**src/rtl/coord_uart_framer_if.sv**
```systemverilog
// Bundles the result strobe from the centroid stage and the byte trigger toward the serial port.
interface coord_uart_framer_if;
  logic        coord_valid;
  logic [10:0] coord_x;
  logic [10:0] coord_y;
  logic        found;
  logic [7:0]  tx_data;
  logic        tx_trig;
  logic        busy;
  logic        frame_drop;

  modport slave (
    input  coord_valid, coord_x, coord_y, found,
    output tx_data, tx_trig, busy, frame_drop
  );

  modport master (
    output coord_valid, coord_x, coord_y, found,
    input  tx_data, tx_trig, busy, frame_drop
  );
endinterface

```
**src/rtl/coord_uart_framer.sv**
```systemverilog
// Packs a ball-tracking result into a 7-byte frame and paces it into a serial port
// that has no busy flag, holding one pending result so back-to-back results survive.
module coord_uart_framer #(
  parameter int CLK_FREQ = 50_000_000,
  parameter int UART_BPS = 9600,
  parameter int BYTE_GAP = (CLK_FREQ / UART_BPS) * 11
) (
  input  logic                 clk,
  input  logic                 rst,
  coord_uart_framer_if.slave   bus
);

  localparam int             CW       = (BYTE_GAP > 2) ? $clog2(BYTE_GAP) : 1;
  localparam logic [CW-1:0]  GAP_LAST = CW'(BYTE_GAP - 1);
  localparam logic [CW-1:0]  CNT_ONE  = CW'(1);
  localparam logic [CW-1:0]  CNT_ZERO = CW'(0);

  typedef enum logic [0:0] {
    ST_IDLE = 1'b0,
    ST_SEND = 1'b1
  } state_t;

  state_t        state_r;
  logic [2:0]    idx_r;
  logic [CW-1:0] cnt_r;
  logic [10:0]   frm_x_r;
  logic [10:0]   frm_y_r;
  logic          frm_found_r;
  logic          pend_valid_r;
  logic [10:0]   pend_x_r;
  logic [10:0]   pend_y_r;
  logic          pend_found_r;
  logic [7:0]    tx_data_r;
  logic          tx_trig_r;
  logic          busy_r;
  logic          frame_drop_r;

  function automatic logic [7:0] frame_checksum(
    input logic [7:0] b1, input logic [7:0] b2,
    input logic [7:0] b3, input logic [7:0] b4
  );
    frame_checksum = b1 ^ b2 ^ b3 ^ b4;
  endfunction

  function automatic logic [7:0] frame_byte(
    input logic [2:0] idx, input logic fnd,
    input logic [10:0] x, input logic [10:0] y
  );
    logic [7:0] b1, b2, b3, b4;
    b1 = {fnd, 4'b0000, x[10:8]};
    b2 = x[7:0];
    b3 = {5'b00000, y[10:8]};
    b4 = y[7:0];
    case (idx)
      3'd0:    frame_byte = 8'hAA;
      3'd1:    frame_byte = b1;
      3'd2:    frame_byte = b2;
      3'd3:    frame_byte = b3;
      3'd4:    frame_byte = b4;
      3'd5:    frame_byte = frame_checksum(b1, b2, b3, b4);
      3'd6:    frame_byte = 8'h55;
      default: frame_byte = 8'h00;
    endcase
  endfunction

  // Frame sequencer: launch, byte pacing, pending slot and drop detection.
  always_ff @(posedge clk) begin
    if (rst) begin
      state_r      <= ST_IDLE;
      idx_r        <= 3'd0;
      cnt_r        <= CNT_ZERO;
      frm_x_r      <= 11'd0;
      frm_y_r      <= 11'd0;
      frm_found_r  <= 1'b0;
      pend_valid_r <= 1'b0;
      pend_x_r     <= 11'd0;
      pend_y_r     <= 11'd0;
      pend_found_r <= 1'b0;
      tx_data_r    <= 8'h00;
      tx_trig_r    <= 1'b0;
      busy_r       <= 1'b0;
      frame_drop_r <= 1'b0;
    end else begin
      tx_trig_r    <= 1'b0;
      frame_drop_r <= 1'b0;
      case (state_r)
        ST_IDLE: begin
          if (pend_valid_r || bus.coord_valid) begin
            state_r   <= ST_SEND;
            idx_r     <= 3'd0;
            cnt_r     <= CNT_ZERO;
            tx_trig_r <= 1'b1;
            tx_data_r <= 8'hAA;
            busy_r    <= 1'b1;
            if (pend_valid_r) begin
              frm_x_r      <= pend_x_r;
              frm_y_r      <= pend_y_r;
              frm_found_r  <= pend_found_r;
              // A result arriving while the pending one launches becomes the new pending.
              if (bus.coord_valid) begin
                pend_x_r     <= bus.coord_x;
                pend_y_r     <= bus.coord_y;
                pend_found_r <= bus.found;
              end else begin
                pend_valid_r <= 1'b0;
              end
            end else begin
              frm_x_r     <= bus.coord_x;
              frm_y_r     <= bus.coord_y;
              frm_found_r <= bus.found;
            end
          end else begin
            busy_r <= 1'b0;
          end
        end
        ST_SEND: begin
          if (bus.coord_valid) begin
            pend_x_r     <= bus.coord_x;
            pend_y_r     <= bus.coord_y;
            pend_found_r <= bus.found;
            pend_valid_r <= 1'b1;
            frame_drop_r <= pend_valid_r;
          end else begin
            pend_valid_r <= pend_valid_r;
          end
          if (cnt_r == GAP_LAST) begin
            cnt_r <= CNT_ZERO;
            if (idx_r == 3'd6) begin
              state_r <= ST_IDLE;
              idx_r   <= 3'd0;
              busy_r  <= 1'b0;
            end else begin
              idx_r     <= idx_r + 3'd1;
              tx_trig_r <= 1'b1;
              tx_data_r <= frame_byte(idx_r + 3'd1, frm_found_r, frm_x_r, frm_y_r);
            end
          end else begin
            cnt_r <= cnt_r + CNT_ONE;
          end
        end
        default: begin
          state_r <= ST_IDLE;
          busy_r  <= 1'b0;
        end
      endcase
    end
  end

  assign bus.tx_data    = tx_data_r;
  assign bus.tx_trig    = tx_trig_r;
  assign bus.busy       = busy_r;
  assign bus.frame_drop = frame_drop_r;

endmodule
```
**src/flat_wrapper.sv**
```systemverilog
// flat-port wrapper written by rule: the top's interface ports become plain ports
module coord_uart_framer_flat 
#(
  parameter int CLK_FREQ = 50_000_000,
  parameter int UART_BPS = 9600,
  parameter int BYTE_GAP = (CLK_FREQ / UART_BPS) * 11
)
  (clk, rst, bus_coord_valid, bus_coord_x, bus_coord_y, bus_found, bus_tx_data, bus_tx_trig, bus_busy, bus_frame_drop);
  coord_uart_framer_if bus_i ();
  input  logic clk;
  input  logic rst;
  input wire logic [$bits(bus_i.coord_valid)-1:0] bus_coord_valid;
  input wire logic [$bits(bus_i.coord_x)-1:0] bus_coord_x;
  input wire logic [$bits(bus_i.coord_y)-1:0] bus_coord_y;
  input wire logic [$bits(bus_i.found)-1:0] bus_found;
  output wire logic [$bits(bus_i.tx_data)-1:0] bus_tx_data;
  output wire logic [$bits(bus_i.tx_trig)-1:0] bus_tx_trig;
  output wire logic [$bits(bus_i.busy)-1:0] bus_busy;
  output wire logic [$bits(bus_i.frame_drop)-1:0] bus_frame_drop;
  assign bus_i.coord_valid = bus_coord_valid;
  assign bus_i.coord_x = bus_coord_x;
  assign bus_i.coord_y = bus_coord_y;
  assign bus_i.found = bus_found;
  assign bus_tx_data = bus_i.tx_data;
  assign bus_tx_trig = bus_i.tx_trig;
  assign bus_busy = bus_i.busy;
  assign bus_frame_drop = bus_i.frame_drop;
  coord_uart_framer #(.CLK_FREQ(CLK_FREQ), .UART_BPS(UART_BPS), .BYTE_GAP(BYTE_GAP)) u_core (.clk(clk), .rst(rst), .bus(bus_i));
endmodule
```
**config.mk**
```make
export PLATFORM = sky130hd
export DESIGN_NAME = coord_uart_framer_flat
export DESIGN_NICKNAME = d
export VERILOG_FILES = /design/src/rtl/coord_uart_framer_if.sv /design/src/rtl/coord_uart_framer.sv /design/src/flat_wrapper.sv
export SDC_FILE = /design/constraint.sdc
export NUM_CORES = 1
export LEC_CHECK = 0
export BUFFER_PORTS_ARGS = -buffer_cell sky130_fd_sc_hd__buf_2
export CORE_AREA = 2 2 90 92
export CTS_BUF_LIST = sky130_fd_sc_hd__clkbuf_4 sky130_fd_sc_hd__clkbuf_8 sky130_fd_sc_hd__clkbuf_16
export CTS_CLUSTER_DIAMETER = 40
export DETAILED_ROUTE_END_ITERATION = 7
export DIE_AREA = 0 0 92 94
export PLACE_DENSITY = 0.67
export SYNTH_ARGS = -nofsm -noshare
export SYNTH_HDL_FRONTEND = slang
export SYNTH_SLANG_ARGS = --single-unit
```
**constraint.sdc**
```tcl
create_clock -name clk -period 2.9 [get_ports clk]
set_input_delay 0.58 -clock clk [delete_from_list [all_inputs] [get_ports clk]]
set_output_delay 0.58 -clock clk [all_outputs]
set_load 0.05 [all_outputs]
```
After elaboration in Yosys (flattened, before gate mapping)
Index checks and enable logic that the tools add are counted.

storage, ports and cells
  flip-flop bits (word level) = 78
  input bits = 26

cells by class
  add/sub/neg operators = 2
  equality and inequality tests = 14
  multiplexer cells = 41
  bitwise gates (word level) = 5
  reduce and logical (&&, ||, !) cells = 9

operators by type and width
  kind                     number
  $mux W11                 8
  $pmux W8 S7              1
  $pmux W11 S2             2
  $mux W16                 2
  $pmux W16 S2             1
  $mux W8                  3
  $add A16 B1 Y16 const B  1
  $eq A16 B16 Y1 const B   1
  $pmux W8 S2              1
  $xor A8 B8 Y8            2
  $mux W1                  14
  $eq A3 B3 Y1 const B     4
  $pmux W1 S2              5
  $reduce_and A2 Y1        5
  $mux W3                  3
  $ne A2 B2 Y1 const B     4
  $xor A8 B3 Y8            1
  $eq A3 B2 Y1 const B     2
  $pmux W3 S2              1
  $ne A2 B1 Y1 const B     2
  $add A3 B1 Y3 const B    1
  $eq A3 B1 Y1 const B     1
  $logic_not A3 Y1         1
  $reduce_and A3 Y1        1
  other kinds (3)          4

Depth between registers and ports, before layout
Gate-level depths: netlist of run 1.

  word-level depth = 7
  gate-level depth with buffers = 8
  mapped depth without buffers = 6

Worst setup path after synthesis of run 1
OpenSTA, ideal clock, no wires.

  kind = reg2reg
  start = register u_core.cnt_r[0]
  end = register u_core.tx_data_r[7] (netlist: u_core.bus.tx_data[7])
  library setup time = 138 ps
  arrival time = 1507 ps
  data required time = 2762 ps
  slack = 1255 ps
  cell stages (with the launch flop) = 7
  cell sequence = dfxtp_1 > ha_1 > and4b_1 > and4b_1 > a21oi_4 > nor3_4 > a311oi_2

between the ends
  word-level cells in the longest chain between the ends = 3

ends and longest elaborated chain
  item                                line                      text
  start, declared                     coord_uart_framer.sv:25   logic [CW-1:0] cnt_r;
  start signal, assigned              coord_uart_framer.sv:138  cnt_r <= cnt_r + CNT_ONE;
  $eq A16 B16 Y1                      coord_uart_framer.sv:126  if (cnt_r == GAP_LAST) begin
  $ne A2 B2 Y1 (no source line)       -
  $reduce_and A3 Y1 (no source line)  -
  end signal, assigned                coord_uart_framer.sv:135  tx_data_r <= frame_byte(idx_r + 3'd1, frm_found_r, frm_x_r, frm_y_r);
  end, declared                       coord_uart_framer.sv:33   logic [7:0] tx_data_r;

No other way between the ends.
A chain may end at the register's enable or synchronous reset.

Final worst setup path of run 1
  start = register u_core.cnt_r[0]
  end = register u_core.cnt_r[15]

between the ends
  word-level cells in the longest chain between the ends = 3
  elaborated cells on any way between the ends = 4

ends and longest elaborated chain
  item                                                      line                                                text
  $add A16 B1 Y16 / $eq A16 B16 Y1 (equally long branches)  coord_uart_framer.sv:138, coord_uart_framer.sv:126
  $mux W16 (*)                                              coord_uart_framer.sv:126
  $pmux W16 S2 (*)                                          coord_uart_framer.sv:86                             case (state_r)

Mark *: on every way between the ends. The rest lies on a longest branch, timed or not.

==> results.cfg, run 1 <==
[pwr]
finalPower_w = 0.00262
irDropWorstVdd_mv = 0.275
powerDensity_nw_per_um2 = 623
leakage_nw = 1.56

[cts]
worstSkewPairLatency_ns = 0.35
cts.sinks = 78
cts-buffers-inserted = 9
ctsHoldBuffers = 0
tritoncts = built
htreeDepth = 3
clockBufferDepth = 2
ctsResizeCount = 0
root_buffer = clkbuf_8
post_cts_buffers = 0
path_clk_slew_ns = 0.08

[logic_synthesis]
netlist_instances = 435
synth_most_common_cell = dfxtp_1
synth_top_area_share_pct = 42.1
synth_fp_nets = 462
ys_top_cells_by_area = dfxtp_1 (42%), mux2i_1 (7.0%), a21oi_1 (6.2%), nand2_1 (6.1%), a211oi_1 (5.3%)
synth.top_cells.by_count = dfxtp_1 (78), nand2_1 (60), a21oi_1 (46), nor2_1 (37)
yosys_most_used_dff = dfxtp_1
synth_edf_count = 0
synth_top_area_cell = dfxtp_1
netlist_area_um2 = 3700
ys_warn_count = 0
avgSynthCellArea_um2 = 8.52
async_flop_share_pct = 0
synth_seq_area_share_pct = 42.1
ys_types = 54
ys_seq_elements = 78

[drt]
dr.pass1.iters = 4
drt_wl_total_um = 8130
drtIter0Drc = 192
drc = 0
vias_per_cell = 5.52
postRouteAntennaNets = 0
num_vias = 3133
wl_per_cell_um = 14.3

[critical_path]
worstSetupEndpointType = register
worstPathArrival_ns = 2.30
critPathRequiredTime_ns = 3.17
path_class = reg2reg
ff2ff_path_depth = 6
cp-start-kind = register
cp_max_fo = 23

[placed_design]
gp_congestion = 0.828
dp.final_hpwl_um = 5650
numPortBuffers = 36

[floorplan]
core-area_um2 = 7610
dieArea_um2 = 8650
ios = 37
die_h_um = 94
std_cell_rows = 32
start_util_pct = 48.7
die_w_um = 92

[timing]
min_period_ns = 2.03
timing.fmax_ghz = 0.494
hold_ws_ns = 0.454
rsz0062_at_grt = false
finClkSkew_ns = 0.0104
slew_headroom_pct = 44.4
setup_violations = 0
hold_viol_final = 0
setup_tns_ns = 0
slew_viol_final = 0
period_share_pct = 69.9
worst_pin_slew_ns = 0.833

[cells_and_area]
fillerInstances = 709
antennaDiodeCount = 0
area_growth_pct = 13.4
multi_input_area_um2 = 1990
drive_gt1_share_pct = 16.1
seqCellArea_um2 = 1560
finalNetCount = 488

[global_route]
grt_max_degree = 42
grt_pass1_vias = 2818
grt.overflow.total = 0
antenna_found_initial = 0
grt_pass1_wl_um = 13800
grt.total_usage_pct = 20.1

[job]
drv_cap = 0

[run_status]
status = complete, no violations

[hold_path]
worstHoldPathType = reg2reg
worstHoldPathCells = 2
-- layer usage --
layer	vias to the layer above	track usage, %	part of all wire (%)	wire length, um
met5	-	0	0	0
met4	0	8.71	1.1	91
met3	9	3.77	4.4	356
met2	56	30.4	45	3680
met1	1443	28.0	49	4000
li1	1625	-	-	-
-- where the power goes --
group	switching (W)	leakage [nW]	internal, W	total (W)
logic	0.000221	0.786	0.000141	0.000362
registers	0.0000601	0.639	0.00114	0.00120
clock network	0.000386	0.134	0.000669	0.00105
total	0.000667	1.56	0.00195	0.00262
-- through the flow --
| step | util (%) | instances | setup WS (ns) | cell area [um2] |
|---|---|---|---|---|
| 2_1_floorplan | - | 435 | 1.25 | 3700 |
| 3_3_place_gp | 51.8 | 552 | 0.980 | 3940 |
| 5_1_grt | 55.2 | 568 | 0.677 | 4200 |
| 3_5_place_dp | 51.8 | 552 | 0.888 | 3940 |
| 6_report | 55.2 | 568 | 0.874 | 4200 |
| 4_1_cts | 55.2 | 568 | 0.899 | 4200 |
-- layout make-up --
type	instances	area share, %
timing repair buffer	44	5.72
clock inverter	6	3.19
tap	102	3.04
inverter	5	0.447
multi-input combinational	323	47.3
clock buffer	10	3.13
sequential	78	37.2
-- worst max-delay path: stages, from the launching register on --
cell and delay, ns:
dfxtp_1 0.35, ha_1 0.25, and4b_1 0.21, and4b_1 0.25, a21oi_4 0.50, o21ai_0 0.21, a31oi_1 0.19
-- cells in the final DEF (no fill, tap or decap), drive strengths merged, types with 3 or more instances in the layout --
cell    count
a211oi     28
a21o        3
a21oi      48
a22o        3
a22oi       3
a31oi      13
and3        5
buf        44
bufinv      4
clkbuf     10
dfxtp      78
inv         5
mux2i      26
nand2      60
nand2b      6
nand3       7
nand4       6
nor2       38
nor2b       6
nor3        7
o211ai      3
o21ai      24
o32ai       3
or3         3
xnor2       6
xor2        6
-- final timing paths --
path / from / end / slack (ns)
max: u_core.cnt_r[0] / u_core.cnt_r[15] / 0.87
min: u_core.pend_x_r[9] / u_core.pend_x_r[9] / 0.45
max reg2reg: u_core.cnt_r[0] / u_core.cnt_r[15] / 0.87
min reg2reg: u_core.pend_x_r[9] / u_core.pend_x_r[9] / 0.45
-- state kept, by name, indices dropped and copies added, names as in the netlist --
register and count:
u_core.bus.busy 1, u_core.bus.frame_drop 1, u_core.bus.tx_data 8, u_core.bus.tx_trig 1, u_core.cnt_r 16, u_core.frm_found_r 1
u_core.frm_x_r 11, u_core.frm_y_r 11, u_core.idx_r 3, u_core.pend_found_r 1, u_core.pend_valid_r 1, u_core.pend_x_r 11
u_core.pend_y_r 11, u_core.state_r 1
-- kinds of logic (layout without fill, tap and decap cells) --
| group | after synthesis | after routing | synth area share (%) |
|---|---|---|---|
| xor gates and xnor gates | 13 | 13 | 3.44 |
| and+or+nand+nor | 149 | 149 | 19.3 |
| DFF | 78 | 78 | 42.1 |
| adders and majority gates | 1 | 1 | 0.338 |
| AOI/OAI and AO/OA | 133 | 133 | 23.1 |
| muxes | 27 | 27 | 7.33 |
| buffers and inverters | 34 | 65 | 4.36 |
Note: power is estimated with default switching activity, not from simulation.
==> run 2: changes to the inputs <==
--- a/config.mk
+++ b/config.mk
@@ -5,13 +5,14 @@
 export SDC_FILE = /design/constraint.sdc
 export NUM_CORES = 1
 export LEC_CHECK = 0
+export ABC_AREA = 1
 export BUFFER_PORTS_ARGS = -buffer_cell sky130_fd_sc_hd__buf_2
-export CORE_AREA = 2 2 90 92
+export CORE_AREA = 2 2 91 93
 export CTS_BUF_LIST = sky130_fd_sc_hd__clkbuf_4 sky130_fd_sc_hd__clkbuf_8 sky130_fd_sc_hd__clkbuf_16
 export CTS_CLUSTER_DIAMETER = 40
 export DETAILED_ROUTE_END_ITERATION = 7
-export DIE_AREA = 0 0 92 94
-export PLACE_DENSITY = 0.67
+export DIE_AREA = 0 0 93 95
+export PLACE_DENSITY = 0.7
 export SYNTH_ARGS = -nofsm -noshare
 export SYNTH_HDL_FRONTEND = slang
 export SYNTH_SLANG_ARGS = --single-unit
==> constraint.sdc (replaced) <==
create_clock -name clk -period 1.6 [get_ports clk]
set_input_delay 0.32 -clock clk [delete_from_list [all_inputs] [get_ports clk]]
set_output_delay 0.32 -clock clk [all_outputs]
set_load 0.05 [all_outputs]
==> results.cfg, run 2 <==
[run_status]
status = complete, no violations

[global_route]
grt.total_usage_pct = 19.6
grt_pass1_wl_um = 14000
grt_pass1_vias = 3193
grt_max_degree = 54
grt.overflow.total = 0
antenna_found_initial = 0

[logic_synthesis]
synth_edf_count = 0
synth_seq_area_share_pct = 40.9
avgSynthCellArea_um2 = 6.81
synth.top_cells.by_count = nand2_1 (115), a21oi_1 (90), dfxtp_1 (78), o21ai_0 (62), inv_1 (57)
yosys_most_used_dff = dfxtp_1
synth_top_area_cell = dfxtp_1
ys_seq_elements = 78
synth_fp_nets = 587
ys_top_cells_by_area = dfxtp_1 (41%), a21oi_1 (12%), nand2_1 (11%), o21ai_0 (8.1%), inv_1 (5.6%)
netlist_area_um2 = 3820
netlist_instances = 560
ys_types = 34
ys_warn_count = 0
synth_most_common_cell = nand2_1
synth_top_area_share_pct = 40.9
async_flop_share_pct = 0

[timing]
period_share_pct = 93.3
hold_viol_final = 0
rsz0062_at_grt = false
setup_tns_ns = 0
worst_slack_ns = 0.108
slew_headroom_pct = 72.8
setup_violations = 0
worst_pin_slew_ns = 0.406
min_period_ns = 1.49
slew_viol_final = 0
finClkSkew_ns = 0.00928
timing.fmax_ghz = 0.670

[cells_and_area]
fillerInstances = 797
seqCellArea_um2 = 1570
area_growth_pct = 16.0
multi_input_area_um2 = 1940
utilization_pct = 55.9
largest_reg_flops = 16
mostFrequentLayoutCell = nand2_1
top_register = u_core.cnt_r
mostFrequentLayoutCells = nand2_1 (115), a21oi_1 (90), dfxtp_1 (70), o21ai_0 (62), inv_1 (57)
drive_gt1_share_pct = 15.7
finalNetCount = 621
antennaDiodeCount = 0

[hold_path]
worstHoldPathCells = 3
worstHoldPathType = in2reg
min_to = u_core.pend_y_r[2]
min-delay-start = bus_coord_y[2]

[drt]
postRouteAntennaNets = 0
wl_per_cell_um = 11.8
vias_per_cell = 5.06
drt_wl_total_um = 8270
num_vias = 3563
drtIter0Drc = 159
dr.pass1.iters = 5
drc = 0

[placed_design]
numPortBuffers = 36
gp_congestion = 0.872
dp.final_hpwl_um = 5850
pre_cts_ws_ns = 0.000389

[cts]
htreeDepth = 3
clockBufferDepth = 2
cts-buffers-inserted = 9
root_buffer = clkbuf_8
cts.sinks = 78
tritoncts = built
worstSkewPairLatency_ns = 0.35
ctsHoldBuffers = 0
path_clk_slew_ns = 0.09

[critical_path]
critPathRequiredTime_ns = 1.85
slowest_delay_ns = 0.40
slowest_stage = dfxtp_1
regToRegEndpoint = u_core.bus.tx_data[7]
ff2ff_path_depth = 9
crit_path_frequent_cell = nor2_4
critPathBufInv = 2
cp_max_fo = 6
reg2reg_setup_slack_ns = 0.11
path_class = reg2reg
cp-start-kind = register
worstPathArrival_ns = 1.74
worstSetupEndpointType = register
path_delay_family = simple AND/OR/NAND/NOR gates
r2r-start = u_core.cnt_r[7]
path_cells = nand2_2, clkinv_1, nand2_1, nor2_4, nand3_2, nor2_4, inv_2, nor2_2, nor2_1

[pwr]
p_comb_share_pct = 15.2
irDropWorstVdd_mv = 0.602
leakage_nw = 1.94
powerDensity_nw_per_um2 = 1060
p_seq_share_pct = 46.7
p_switching_w = 0.00132
swShare_pct = 28.0
power_frac_clock_pct = 38.1
internal_power_w = 0.00339

[floorplan]
die_w_um = 93
std_cell_rows = 33
die_h_um = 95
start_util_pct = 48.1
core-area_um2 = 7930
dieArea_um2 = 8840
ios = 37

[job]
drv_cap = 0
run 2: cell types whose count changed after synthesis, moves of 12 or more:
cell,previous run,this run
nand2_1,60,115
a211oi_1,26,0
mux2i_1,26,0
o21ai_0,20,62
nand3_1,7,22
a21oi_1,46,90
inv_1,4,57
a31oi_1,13,1
nor2_1,37,56
run 2: kinds of logic after synthesis:
family	after synthesis	synth area share, %
fa+ha+maj	1	0.328
flops	78	40.9
xor+xnor	13	2.98
compound gates	164	22.2
simple gates	218	24.7
buf+inv	86	8.89
run 2: through the flow:
step | hold WS, ns | total power [W] | instances | instance area, um2
floorplan | 0.458 | 0.00276 | 560 | 3820
global placement | 0.458 | 0.00293 | 687 | 4130
detailed placement | 0.463 | 0.00295 | 687 | 4130
CTS | 0.192 | 0.00476 | 703 | 4380
global route | 0.200 | 0.00497 | 704 | 4430
finish | 0.216 | 0.00472 | 704 | 4430
run 2: final cells by class:
cell class | count | share of cell area (%)
sequential | 78 | 35.5
tap | 105 | 2.97
multi-input combinational | 396 | 43.9
clock buffer | 9 | 2.80
timing repair buffer | 48 | 6.75
clock inverter | 7 | 2.74
inverter | 61 | 5.34
run 2: metal layers:
layer	routed length, um	vias to the layer above	part of all wire, %	global-route usage (%)
li1	-	1897	-	-
met1	4000	1596	48	26.0
met2	3890	64	47	31.2
met3	304	6	3.7	4.95
met4	76	0	0.92	6.99
met5	0	-	0	0
run 2: worst reg2reg max path, delay by kind of cell (launching register included):
| kind | cells | cell delay [ns] |
|---|---|---|
| buffers and inverters | 2 | 0.15 |
| AND/OR/NAND/NOR | 7 | 0.84 |
| flip-flops | 1 | 0.40 |
run 2: repair_timing:
item | CTS | global route
setup buffers | 0 | 1
endpoints found under the setup margin | 0 | 60
resized for setup | 0 | 18
run 2: how the worst max path moves through the flow:
stage                               start                    end  slack [ns]  cells past startpoint
final                     u_core.cnt_r[7]  u_core.bus.tx_data[7]        0.11                      9
after global routing      u_core.cnt_r[7]  u_core.bus.tx_data[5]       0.006                      9
after CTS                 u_core.cnt_r[0]        u_core.cnt_r[8]      0.0005                      8
after detailed placement  bus_coord_valid      u_core.frm_y_r[1]      0.0004                      6
after global placement    u_core.cnt_r[0]        u_core.cnt_r[8]        0.05                      8
after floorplan           u_core.cnt_r[0]  u_core.bus.tx_data[3]        0.14                      8
run 2: power by group through the flow:
stage	registers (W)	logic [W]	clock network (W)
floorplan	0.00227	0.000485	0
global placement	0.00224	0.000692	0
detailed placement	0.00224	0.000711	0
CTS	0.00220	0.000716	0.00184
global route	0.00222	0.000815	0.00194
finish	0.00220	0.000719	0.00180
